--- src/rtl/data_unpacker.sv ---
// Width down-converter: splits each IN_WIDTH word into NUM_SLICES OUT_WIDTH words, LSB slice first.
// Define DATA_UNPACKER_LAST_EN to add the registered m_write_last output.
module data_unpacker #(
    parameter int IN_WIDTH  = 128,
    parameter int OUT_WIDTH = 64,
    parameter int OP_WIDTH  = 16
) (
    input  logic                 clk,
    input  logic                 reset,
    input  logic                 s_write_req,
    output logic                 s_write_ready,
    input  logic [IN_WIDTH-1:0]  s_write_data,
    output logic                 m_write_req,
    input  logic                 m_write_ready,
    output logic [OUT_WIDTH-1:0] m_write_data
`ifdef DATA_UNPACKER_LAST_EN
    ,
    output logic                 m_write_last
`endif
);
    localparam int NUM_SLICES = (IN_WIDTH <= OUT_WIDTH) ? 1 : IN_WIDTH / OUT_WIDTH;
    localparam int CNT_W      = $clog2(NUM_SLICES) + 1;
    localparam int BUF_W      = NUM_SLICES * OUT_WIDTH;
    localparam logic [CNT_W-1:0] LAST_IDX = CNT_W'(NUM_SLICES - 1);

    if ((IN_WIDTH > OUT_WIDTH) && (IN_WIDTH % OUT_WIDTH != 0)) begin : g_bad_in_width
        $error("data_unpacker: IN_WIDTH must be a multiple of OUT_WIDTH");
    end
    if (OUT_WIDTH % OP_WIDTH != 0) begin : g_bad_op_width
        $error("data_unpacker: OUT_WIDTH must be a multiple of OP_WIDTH");
    end

    typedef enum logic {
        EMPTY = 1'b0,
        DRAIN = 1'b1
    } state_t;

    state_t             state_q, state_d;
    logic [BUF_W-1:0]   buf_q, buf_d;
    logic [CNT_W-1:0]   cnt_q, cnt_d;
    logic [BUF_W-1:0]   load_word;
    logic               at_last;
    logic               s_acc;
    logic               m_acc;

    // Narrower inputs are zero-extended so the single slice is the whole output word.
    assign load_word = BUF_W'(s_write_data);
    assign at_last   = (cnt_q == LAST_IDX);

    // Combinational on m_write_ready so a new word lands in the same cycle the last slice leaves.
    assign s_write_ready = !reset && ((state_q == EMPTY) || (at_last && m_write_ready));
    assign s_acc         = s_write_req && s_write_ready;
    assign m_acc         = m_write_req && m_write_ready;

    assign m_write_req  = (state_q == DRAIN);
    assign m_write_data = buf_q[OUT_WIDTH-1:0];

    always_comb begin
        state_d = state_q;
        buf_d   = buf_q;
        cnt_d   = cnt_q;
        case (state_q)
            EMPTY: begin
                if (s_acc) begin
                    buf_d   = load_word;
                    cnt_d   = '0;
                    state_d = DRAIN;
                end
            end
            DRAIN: begin
                if (m_acc) begin
                    if (!at_last) begin
                        buf_d = buf_q >> OUT_WIDTH;
                        cnt_d = cnt_q + 1'b1;
                    end else if (s_acc) begin
                        buf_d = load_word;
                        cnt_d = '0;
                    end else begin
                        cnt_d   = '0;
                        state_d = EMPTY;
                    end
                end
            end
            default: begin
                cnt_d   = '0;
                state_d = EMPTY;
            end
        endcase
    end

    always_ff @(posedge clk) begin
        if (reset) begin
            state_q <= EMPTY;
            buf_q   <= '0;
            cnt_q   <= '0;
        end else begin
            state_q <= state_d;
            buf_q   <= buf_d;
            cnt_q   <= cnt_d;
        end
    end

`ifdef DATA_UNPACKER_LAST_EN
    logic last_q, last_d;

    assign last_d       = (state_d == DRAIN) && (cnt_d == LAST_IDX);
    assign m_write_last = last_q;

    always_ff @(posedge clk) begin
        if (reset) begin
            last_q <= 1'b0;
        end else begin
            last_q <= last_d;
        end
    end
`endif

endmodule
--- config.mk ---
export PLATFORM = sky130hd
export DESIGN_NAME = data_unpacker
export DESIGN_NICKNAME = d
export VERILOG_FILES = /design/src/rtl/data_unpacker.sv
export SDC_FILE = /design/constraint.sdc
export NUM_CORES = 1
export LEC_CHECK = 0
export ABC_AREA = 0
export BUFFER_PORTS_ARGS = -buffer_cell sky130_fd_sc_hd__buf_2
export CAP_MARGIN = 0
export CORE_MARGIN = 5
export CORE_UTILIZATION = 35
export DETAILED_ROUTE_END_ITERATION = 8
export PLACE_DENSITY = 0.67
export SLEW_MARGIN = 20
export SYNTH_ARGS = -nofsm -noshare
export SYNTH_HDL_FRONTEND = slang
export SYNTH_SLANG_ARGS = --single-unit
export TNS_END_PERCENT = 50
--- constraint.sdc ---
create_clock -name clk -period 1.6 [get_ports clk]
set_input_delay 0.4 -clock clk [delete_from_list [all_inputs] [get_ports clk]]
set_output_delay 0.4 -clock clk [all_outputs]
set_load 0.01 [all_outputs]
== Yosys cells after proc, flatten, opt, wreduce, memory -nomap -nowiden ==
Index checks and enable logic that the tools add are counted.
Storage, ports and cells
  register bits after elaboration: 131
  input bits: 132
  output and inout port bits: 66
Cells by class
  add/sub/neg operators: 1
  equality and inequality tests: 3
  muxes and demuxes: 12
  bitwise gates (word level): 1
  reduce and logical (&&, ||, !) cells: 7
Operators with widths (count)
  $mux 128: 3
  $pmux 128 s2: 1
  $mux 2: 3
  $logic_and 1x1->1: 4
  $pmux 2 s2: 1
  $mux 1: 3
  $add 2x1->2 const B: 1
  $eq 2x1->1 const B: 1
  $ne 2x1->1 const B: 1
  $ne 2x2->1 const B: 1
  $pmux 1 s2: 1
  $reduce_and 2->1: 1
  $logic_not 1->1: 1
  $logic_or 1x1->1: 1
  $not 1->1: 1

== Logic depth before layout (Yosys ltp) ==
  depth after elaboration: 9
  mapped depth: 8
  mapped depth without buffers: 4

== Worst setup path before layout ==
OpenSTA, ideal clock, no wires.
  kind: input -> register
  start point: input m_write_ready
  end point: register buf_q[114]
  setup time: 117 ps
  data arrival time: 1536 ps
  slack: -53 ps
  cell stages on the path: 8
  buffers on the path: 4
  cell sequence: buf_2 nor2b_4 a211o_1 buf_2 nor2b_4 buf_6 buf_6 a22o_1
Between the ends
  cells in the longest elaborated chain, start to end: 8
Ends and longest elaborated chain
  start: declaration: line 14  | input logic m_write_ready,
  $logic_and 1x1->1: line 51  | assign s_write_ready = !reset && ((state_q == EMPTY) || (at_last && m_write_ready));
  $logic_or 1x1->1: line 51
  $logic_and 1x1->1: line 51
  $logic_and 1x1->1: line 52  | assign s_acc = s_write_req && s_write_ready;
  $mux 128 (3 in a row)
  $pmux 128 s2
  end signal: assignment: line 98  | buf_q <= buf_d;
  end: declaration: line 39  | logic [BUF_W-1:0] buf_q, buf_d;
Parallel ways exist; a longest one is shown, timed or not. The select of a mux whose other input is x is not followed.
A chain may end at the register's enable or synchronous reset.

== Worst setup path in the final report ==
  start point: register cnt_q[0]
  end point: output s_write_ready
Between the ends
  cells in the longest elaborated chain, start to end: 4
Ends and longest elaborated chain
  start: declaration: line 40  | logic [CNT_W-1:0] cnt_q, cnt_d;
  start signal: assignment: line 99  | cnt_q <= cnt_d;
  $eq 2x1->1: line 48  | assign at_last = (cnt_q == LAST_IDX);
  $logic_and 1x1->1: line 51
  $logic_or 1x1->1: line 51
  $logic_and 1x1->1: line 51
  end: declaration: line 11  | output logic s_write_ready,
Every way passes these cells.

==> key figures <==
Status
  – Violated checks: negative setup slack
  – Status: finished, violations left

Clock network
  – Total CTS buffers: 17
  – CTS Buffer Depth: 2
  – CTS sink count: 131
  – Clock latency on the worst-skew pair: 0.42 ns
  – Root buf cell: clkbuf_16
  – CTS Hold Bufs: 0
  – CTS tree: yes
  – Clock transition at path regs: 0.06 ns
  – H-tree levels: 4

Worst setup path
  – Arrival time worst endpoint: 1.27 ns
  – Crit path to: s_write_ready
  – Startpoint Class: flip-flop
  – RR Startpoint: cnt_q[0]
  – Crit-path cells: nor2b_4 > a21boi_2 > nor2_4 > buf_6
  – R2R depth: 6
  – Req. time, crit path: 1.20 ns
  – Setup Crit Path Kind: flip-flop to primary output
  – R2R setup slack: 0.03 ns
  – R2R Path End: buf_q[110]
  – Cell with the largest stage delay on the worst path: dfxtp_2
  – CP Max Fanout: 2
  – CP endpoint kind: primary output
  – Max incr delay on CP: 0.32 ns
  – Worst Setup SP: cnt_q[0]

Global routing
  – First-pass GRT wire length: 31600 um
  – Largest net degree at the start of global routing: 66
  – Initial antenna violation count: 1
  – Gr usage total: 18.0%
  – Gr ovfl total: 0
  – Number of global-route vias before repair: 6023

Yosys
  – Top cell type by total area after synthesis: dfxtp_1
  – Distinct cells, synth: 29
  – Synth area leaders: dfxtp_1 (39%), a221oi_1 (8.3%), buf_4 (7.2%)
  – #FFs+latches synth: 131
  – Synth Instances: 808
  – Post-Syn Area per Cell: 8.26 um2
  – Yosys warns: 0
  – Syn_nets: 940
  – Sequential share of the synthesized area: 39.3%
  – Synth top area share: 39.3%
  – Cell area after synthesis: 6670 um2

STA
  – Unrepaired setup endpoints after global routing: true
  – Min cycle time layout: 1.67 ns
  – Fmax: 0.600 GHz
  – Least-Margin Pin Slew: 0.397 ns
  – Hold WS: 0.206 ns
  – Final hold violations: 0
  – Final setup viols: 1
  – Final period util: 104%
  – Layout Skew: 0.0160 ns
  – Max-Slew Margin vs Limit: 73.5%
  – Max Slew Vio Count: 0
  – Final worst slack: -0.0662 ns

Floorplanning
  – Die Wd: 148 um
  – Core ar.: 18800 um2
  – Rows: 50
  – I/O pins: 198
  – Starting density of the core: 35.6%
  – Die Ht: 148 um
  – Die area: 21900 um2

Flow run
  – Max cap viols: 0

Finish
  – Commonest non-fill, non-tap cell in the layout: buf_2
  – Area delta synth->final: 28.9%
  – Fillers: 1854
  – Most frequent cells in the layout: buf_2 (194), dfxtp_1 (128), nand2_1 (94), inv_1 (81)
  – Layout Utilization: 45.8%
  – Final nets: 1058
  – Layout cell share with drive strength beyond 1: 33.4%

Routing
  – Wire per inst: 17.6 um
  – Vias: 6235
  – Initial DRC count: 311
  – Pre-antenna DRT Iters: 5
  – Drc violations: 0
  – DR vias/cell: 5.31
  – WL final: 20700 um
  – Remaining antenna violation count after routing: 0

Power
  – Maximum vdd drop: 752 uV
  – PD cells: 1130 nW/um2
  – Leak Pwr: 3.55 nW

Placement
  – RD Place Congestion: 0.775
  – DP Wirelength: 13300 um
  – Port bufs: 197

Hold path
  – Hold crit path type: input pin to flip-flop
-- layer usage --
metal	track usage (%)	share of wire (%)
met1	23.2	46
met2	29.7	47
met3	4.57	6.0
met4	5.31	1.3
met5	0	0
-- worst max-delay path, delay by kind of cell, from the launching register on --
kind	cells	cell delay (ns)
AND/OR/NAND/NOR	2	0.18
flip-flops	1	0.32
buffers and inverters	1	0.13
AO/OA/AOI/OAI	1	0.22
-- power by group --
part,total [mW],internal [mW],switching [mW]
logic,1.89,0.849,1.04
clock network,4.14,2.68,1.46
registers,3.66,3.53,0.128
total,9.69,7.06,2.63
-- registers in the layout, indices dropped and copies added (netlist names) --
signal,cells
buf_q,128
cnt_q,2
m_write_req,1
-- Yosys cell counts, drive strengths merged --
library cell,count
nand2,97
nor2b,3
a211oi,1
a22o,18
nand2b,18
a211o,1
a221oi,63
a21oi,48
or2,1
a21boi,1
clkbuf,38
o22ai,2
o21ai,16
inv,81
buf,105
nor2,24
nand4b,47
dfxtp,131
a31oi,16
nor3b,1
a22oi,1
a31o,1
nand3b,47
o211ai,47
-- repair_timing --
item                                    4_1_cts  5_1_grt
resized for setup                            11       41
setup buffers                                 5        3
endpoints found under the setup margin        2      105
endpoints found under the hold margin         0        0
cloned                                        1        4
pin swaps                                     0        2
-- final cells by class --
cell class	instances	area, um2	area share, %
sequential	131	2630	30.6
clock inverter	10	155	1.80
inverter	81	304	3.54
timing repair buffer	242	1620	18.9
clock buffer	22	464	5.40
tap	234	293	3.40
multi-input combinational	453	3130	36.4
antenna	1	2.50	0.0291
-- logic make-up after synthesis --
kind of cell,count (synthesis),synth area share (%)
AOI/OAI and AO/OA,215,23.0
and+or+nand+nor,238,20.7
DFF,131,39.3
buffers and inverters,224,17.0
-- how the worst min path moves through the flow --
stage                 startpoint  cells past startpoint    endpoint
2_1_floorplan         buf_q[113]                      2  buf_q[113]
3_3_place_gp          buf_q[109]                      2  buf_q[109]
3_5_place_dp          buf_q[104]                      2  buf_q[104]
4_1_cts        s_write_data[116]                      2  buf_q[116]
5_1_grt        s_write_data[127]                      2  buf_q[127]
6_report       s_write_data[116]                      2  buf_q[116]
-- through the flow --
stage / std cells / setup WS [ns] / cell area [um2] / power, mW / TNS [ns]
final: 1174 / -0.0662 / 8600 / 9.69 / -0.0662
after global routing: 1174 / -0.117 / 8600 / 10.1 / -0.304
after global placement: 1130 / -0.0308 / 7570 / 5.37 / -1.15
after CTS: 1168 / -0.124 / 8320 / 9.60 / -0.234
after detailed placement: 1130 / -0.0613 / 7570 / 5.40 / -2.08
after floorplan: 808 / -0.00288 / 6690 / 4.91 / -0.152
Power figures use the tool's default switching activity.
